$ cat src/rtl/fft_op_reorder.sv
// fft_op_reorder: consumer end of the r2sdf FFT output stream.
// Two ping-pong banks are written two bit-reversed points per cycle and
// drained in natural order, one point per cycle, under valid/ready.
// Optional build macro REORDER_FRAME_CNT_EN adds a 16-bit frame_cnt output
// that counts accepted frames (each accepted dout_last).
module fft_op_reorder #(
  parameter int N  = 3,
  parameter int DW = 32
) (
  input  logic          clk,
  input  logic          reset,
  input  logic          op_ready,
  input  logic [DW-1:0] op_raw0,
  input  logic [DW-1:0] op_raw1,
  output logic [DW-1:0] dout,
  output logic [N-1:0]  dout_index,
  output logic          dout_valid,
  input  logic          dout_ready,
  output logic          dout_last,
  output logic          overflow,
  output logic          busy
`ifdef REORDER_FRAME_CNT_EN
  ,
  output logic [15:0]   frame_cnt
`endif
);
  localparam int FRAME = 1 << N;
  localparam int BEATS = FRAME / 2;
  localparam logic [N-1:0] LAST_IDX  = N'(FRAME - 1);
  localparam logic [N-1:0] LAST_BEAT = N'(BEATS - 1);

  typedef enum logic [1:0] {B_EMPTY, B_FILLING, B_FULL, B_DRAINING} bank_t;
  typedef enum logic {W_IDLE, W_FILL} wstate_t;
  typedef enum logic {R_IDLE, R_DRAIN} rstate_t;

  logic [DW-1:0] mem [2][FRAME];
  bank_t         bank_st   [2];
  bank_t         bank_st_d [2];
  wstate_t       w_state, w_state_d;
  rstate_t       r_state, r_state_d;
  logic          w_bank, w_bank_d;
  logic [N-1:0]  w_beat, w_beat_d;
  logic          old, old_d;
  logic          r_bank, r_bank_d;
  logic [N-1:0]  rd_idx, rd_idx_d;
  logic          rd_done, rd_done_d;
  logic          we, wr_bank;
  logic [N-1:0]  wr_beat, wr_addr0, wr_addr1;
  logic          ovf_set, claim, fill_done;
  logic          load, ld_bank;
  logic [N-1:0]  ld_idx;
  logic          valid_d, acc, pick;

  function automatic logic [N-1:0] bitrev(input logic [N-1:0] a);
    logic [N-1:0] r;
    r = '0;
    for (int unsigned i = 0; i < N; i++) r[i] = a[N-1-i];
    return r;
  endfunction

  assign acc      = dout_valid && dout_ready;
  assign busy     = (bank_st[0] != B_EMPTY) || (bank_st[1] != B_EMPTY);
  assign wr_addr0 = bitrev(N'({wr_beat, 1'b0}));
  assign wr_addr1 = bitrev(N'({wr_beat, 1'b1}));
  assign pick     = (bank_st[old] == B_FULL) ? old : !old;

  // Writer next-state: claim a bank, step beats, flag overflow on misuse
  always_comb begin
    w_state_d = w_state;
    w_bank_d  = w_bank;
    w_beat_d  = w_beat;
    old_d     = old;
    we        = 1'b0;
    wr_bank   = w_bank;
    wr_beat   = w_beat;
    ovf_set   = 1'b0;
    claim     = 1'b0;
    fill_done = 1'b0;
    unique case (w_state)
      W_IDLE: begin
        if (op_ready) begin
          if (bank_st[0] == B_EMPTY || bank_st[1] == B_EMPTY) begin
            claim    = 1'b1;
            we       = 1'b1;
            wr_bank  = (bank_st[0] == B_EMPTY) ? 1'b0 : 1'b1;
            w_bank_d = wr_bank;
            wr_beat  = '0;
            if (BEATS == 1) begin
              fill_done = 1'b1;
            end else begin
              w_state_d = W_FILL;
              w_beat_d  = N'(1);
            end
          end else begin
            ovf_set = 1'b1;
          end
        end
      end
      W_FILL: begin
        we = 1'b1;
        if (op_ready) begin
          ovf_set  = 1'b1;
          wr_beat  = '0;
          w_beat_d = N'(1);
        end else if (w_beat == LAST_BEAT) begin
          fill_done = 1'b1;
          w_state_d = W_IDLE;
          w_beat_d  = '0;
        end else begin
          w_beat_d = w_beat + N'(1);
        end
      end
      default: ;
    endcase
    // The bank completing now is the oldest unless the other is still waiting
    if (fill_done && bank_st[!wr_bank] != B_FULL) old_d = wr_bank;
  end

  // Reader and bank next-state; a finished drain chains straight into a FULL
  // peer bank so its index 0 is fetched on the same cycle as the last accept
  always_comb begin
    bank_st_d = bank_st;
    r_state_d = r_state;
    r_bank_d  = r_bank;
    rd_idx_d  = rd_idx;
    rd_done_d = rd_done;
    load      = 1'b0;
    ld_bank   = r_bank;
    ld_idx    = rd_idx;
    valid_d   = dout_valid && !acc;
    if (claim)     bank_st_d[wr_bank] = B_FILLING;
    if (fill_done) bank_st_d[wr_bank] = B_FULL;
    unique case (r_state)
      R_IDLE: begin
        if (bank_st[old] == B_FULL || bank_st[!old] == B_FULL) begin
          bank_st_d[pick] = B_DRAINING;
          r_bank_d        = pick;
          r_state_d       = R_DRAIN;
          rd_idx_d        = '0;
          rd_done_d       = 1'b0;
        end
      end
      R_DRAIN: begin
        if (acc && dout_last) begin
          bank_st_d[r_bank] = B_EMPTY;
          if (bank_st[!r_bank] == B_FULL) begin
            bank_st_d[!r_bank] = B_DRAINING;
            r_bank_d           = !r_bank;
            load               = 1'b1;
            ld_bank            = !r_bank;
            ld_idx             = '0;
          end else begin
            r_state_d = R_IDLE;
          end
        end else if (!rd_done && (!dout_valid || dout_ready)) begin
          load = 1'b1;
        end
      end
      default: ;
    endcase
    if (load) begin
      valid_d   = 1'b1;
      rd_idx_d  = ld_idx + N'(1);
      rd_done_d = (ld_idx == LAST_IDX);
    end
  end

  // State registers, sticky overflow and registered read port
  always_ff @(posedge clk) begin
    if (!reset) begin
      w_state    <= W_IDLE;
      r_state    <= R_IDLE;
      bank_st[0] <= B_EMPTY;
      bank_st[1] <= B_EMPTY;
      w_bank     <= 1'b0;
      w_beat     <= '0;
      old        <= 1'b0;
      r_bank     <= 1'b0;
      rd_idx     <= '0;
      rd_done    <= 1'b0;
      overflow   <= 1'b0;
      dout       <= '0;
      dout_index <= '0;
      dout_valid <= 1'b0;
      dout_last  <= 1'b0;
    end else begin
      w_state    <= w_state_d;
      r_state    <= r_state_d;
      bank_st    <= bank_st_d;
      w_bank     <= w_bank_d;
      w_beat     <= w_beat_d;
      old        <= old_d;
      r_bank     <= r_bank_d;
      rd_idx     <= rd_idx_d;
      rd_done    <= rd_done_d;
      dout_valid <= valid_d;
      if (ovf_set) overflow <= 1'b1;
      if (load) begin
        dout       <= mem[ld_bank][ld_idx];
        dout_index <= ld_idx;
        dout_last  <= (ld_idx == LAST_IDX);
      end
    end
  end

  // Dual-lane bank write at bit-reversed addresses
  always_ff @(posedge clk) begin
    if (we) begin
      mem[wr_bank][wr_addr0] <= op_raw0;
      mem[wr_bank][wr_addr1] <= op_raw1;
    end
  end

`ifdef REORDER_FRAME_CNT_EN
  // Count frames whose last point was accepted downstream
  always_ff @(posedge clk) begin
    if (!reset)                 frame_cnt <= '0;
    else if (acc && dout_last)  frame_cnt <= frame_cnt + 16'd1;
  end
`endif

endmodule

$ cat config.mk
export PLATFORM = sky130hd
export DESIGN_NAME = fft_op_reorder
export DESIGN_NICKNAME = d
export VERILOG_FILES = /design/src/rtl/fft_op_reorder.sv
export SDC_FILE = /design/constraint.sdc
export NUM_CORES = 1
export LEC_CHECK = 0
export ABC_AREA = 1
export CAP_MARGIN = 15
export CELL_PAD_IN_SITES_DETAIL_PLACEMENT = 0
export CELL_PAD_IN_SITES_GLOBAL_PLACEMENT = 1
export CORE_MARGIN = 3
export CORE_UTILIZATION = 48
export DETAILED_ROUTE_END_ITERATION = 7
export PLACE_DENSITY_LB_ADDON = 0.1
export SLEW_MARGIN = 20
export SYNTH_ARGS = -nofsm -noshare
export SYNTH_HDL_FRONTEND = slang
export SYNTH_SLANG_ARGS = --single-unit
$ cat constraint.sdc
create_clock -name clk -period 7.3 [get_ports clk]
set_input_delay 2.19 -clock clk [delete_from_list [all_inputs] [get_ports clk]]
set_output_delay 2.19 -clock clk [all_outputs]
set_load 0.01 [all_outputs]
==> reports/qor.log <==
qor: power.power.density_cell_area 244 mW/mm^2
qor: floorplanning.die_extent_in_y 235 um
qor: timing.final.period_utilization 0.665
qor: placed_design.place_hpwl 37300 um
qor: placed_design.pre_cts_ws 1830 ps
qor: min_path.worst_hold_path_type flop to flop
qor: grt.grt_pass1_wl 106000 um
qor: timing.max_clock_freq 206 MHz
qor: timing.clock-skew-final 28.5 ps
qor: drt.detail-route-antenna-nets 0
qor: drt.first_pass_drt_iterations 6
qor: synth.synth.avg_cell_area 10.0 um^2
qor: synth.synth_fp_nets 2568
qor: synth.synthesis.area 0.0251 mm^2
qor: clock_network.numCtsBuffers 59
qor: run.timing.max_cap.violations 0
qor: layout.area.growth.synth_to_final 13.3%
qor: floorplanning.start_util 0.487
qor: drt.vias_per_cell 5.52
qor: drt.drt-wirelength-per-cell 21.5 um
qor: layout.layout.cells.most_common nand2_1
qor: clock_network.clock_sink_count 566
qor: synth.synth.ff_latch_count 566
qor: placed_design.rd_place_congestion 0.760
qor: synth.yosysWarnings 0
qor: grt.grt_util_all_layers 0.254
qor: setup_path.worstSetupStartpointType primary input
qor: clock_network.path_clk_slew 60 ps
qor: clock_network.cts_setup_buffers 0
qor: clock_network.clock_tree.buffer_depth 3
qor: timing.final_critical_delay_including_setup_and_external_delays 4850 ps
qor: power.p_leak 11.3 nW
qor: drt.drt-initial-drc-count 1623
qor: setup_path.worst_path_largest_cell_delay 490 ps
qor: timing.slew_violations 0
qor: clock_network.cts_resized 0
qor: floorplanning.fp.coreArea 0.0515 mm^2
qor: setup_path.path_buf_inv 3
qor: timing.report.final.hold_viol_count 0
qor: setup_path.cp.required 7840 ps
qor: timing.pin_slew_with_the_least_headroom_to_its_limit 1000 ps
qor: clock_network.insertion_delay 630 ps
qor: setup_path.worst_path_most_repeated_cell nand2_1
qor: placed_design.post_dp_cell_area 0.0266 mm^2
qor: setup_path.worst-path-max-fanout 161
qor: timing.holdWs 449 ps
qor: clock_network.cts_hold_buf 0
qor: grt.grt_pass1_vias 17187
qor: timing.timing.slew.headroom 0.330
qor: synth.synth_cell_type_count 31
qor: timing.rsz0062_at_grt false
qor: layout.final_cell_mix nand2_1 (709), edfxtp_1 (512), nand3_1 (439)
qor: clock_network.ctsRootBufferMaster clkbuf_16
qor: timing.fin_setup_tns 0 ps
qor: layout.final_design_area_no_fill 0.0284 mm^2
qor: clock_network.cts_tree built
qor: power.power 6.93 mW
qor: layout.fill_cells 4548
qor: setup_path.critical-path-slowest-cell clkdlybuf4s50_1
qor: layout.antenna_cells 0
qor: setup_path.r2r_slack 4140 ps
qor: drt.drt_drc_violations_left 0
qor: floorplanning.design.die.area 0.0550 mm^2
qor: setup_path.crit_path_end_kind flop
qor: synth.synth_cells 2497
qor: timing.setup-violations-final 0
qor: clock_network.h-tree-depth 2
qor: outcome.run_status finished, final reports clean
qor: grt.gr-total-overflow 0
qor: grt.grt_antenna_before_repair 0
qor: timing.timing.final.ws_setup 2450 ps
qor: placed_design.port-buffer-count 106
qor: floorplanning.ios 107
qor: drt.finalWirelength 70100 um
qor: setup_path.timing_worst_setup_path_type primary input to flop
qor: grt.grt_max_degree 162
qor: setup_path.path_delay_family simple AND/OR/NAND/NOR gates
qor: drt.route.vias.total 18011
qor: floorplanning.floorplan.die.width 235 um
qor: layout.design.final.nets 2601
qor: layout.layout-drive-gt1-share 0.0550
qor: setup_path.timing.critical_path.cells clkdlybuf4s50_1 > nand3_2 > inv_1 > nand2_1 > nand2_1 > nand2_8 > nand2_8 > buf_12 > nand2_1 > nand2_1 > nand2_1 > nand3_1 > nand3_1 > a21oi_1
qor: synth.seq_area_frac_synth 0.656
qor: power.power.ir.vdd_worst 0.163 mV
qor: setup_path.critical_path_arrival 5390 ps
qor: floorplanning.rows 83
[layer usage]
layer  global-route usage  vias up  part of all wire
met2                0.407      569              0.46
met1                0.378     8765              0.46
li1                     -     8593                 -
met4               0.0587        0             0.018
met3               0.0259       84             0.059
met5                    0        -                 0
[through the flow]
step           cells  utilization
4_1_cts         3261        0.552
5_1_grt         3261        0.552
3_3_place_gp    3149        0.517
3_5_place_dp    3149        0.517
2_1_floorplan   2497            -
6_report        3261        0.552
[worst register-to-register path, stage by stage, from the launching register on]
cell	delay [ps]
dfxtp_1	360
inv_1	60
nand2_1	120
nand2_1	80
nand2_1	130
nor3_4	70
inv_2	110
nand2_2	400
inv_2	480
buf_4	690
nand3_1	230
nand3_1	110
nand3_1	90
nand2_1	110
inv_1	40
[path summary, 6_finish.rpt]
kind         startpoint        end  cells past startpoint
max          dout_ready   dout[19]                     14
min           w_beat[2]  w_beat[2]                      2
max reg2reg  bank_st[2]    dout[6]                     14
min reg2reg   w_beat[2]  w_beat[2]                      2
[cell type report]
class                      instances  area (um^2)  area share
clock buffer                      92         1700      0.0598
timing repair buffer             138         1410      0.0495
multi-input combinational       1535         7030       0.247
inverter                         230          871      0.0306
tap                              680          851      0.0299
sequential                       566        16500       0.579
clock inverter                    20          101     0.00357
[power by group]
| group | switching [mW] | internal [mW] | total (mW) |
|---|---|---|---|
| clock network | 1.23 | 1.59 | 2.83 |
| logic | 0.287 | 0.120 | 0.407 |
| registers | 0.0255 | 3.68 | 3.70 |
[cell families (layout without fill, tap and decap cells)]
| family | after synthesis | after routing | synth area share |
|---|---|---|---|
| and+or+nand+nor | 1221 | 1221 | 0.210 |
| DFF | 566 | 566 | 0.656 |
| AOI/OAI and AO/OA | 311 | 311 | 0.0655 |
| buffers and inverters | 396 | 480 | 0.0665 |
| adders and majority gates | 3 | 3 | 0.00150 |
[Yosys cell counts, drive strengths merged]
cell type,n,area [um^2]
nor2,35,141
ha,3,37.5
a211oi,1,7.51
nand3b,25,188
o21ai,185,926
nor3b,1,7.51
nand2,715,2690
a21oi,95,479
o211ai,26,195
nand3,440,2210
clkbuf,58,219
a311oi,2,17.5
nor3,5,36.3
buf,108,586
o21a,1,7.51
dfxtp,54,1080
o32ai,1,8.76
edfxtp,512,15400
inv,230,863
[registers in the layout (all words and copies together), names as in the netlist]
signal and cells:
dout_valid 1, r_bank 1, rd_done 1, old 1, w_state 1, bank_st 4, rd_idx 3, mem 512
dout_last 1, w_beat 3, r_state 1, dout_index 3, w_bank 1, overflow 1, dout 32
(Power assumes the default switching activity.)
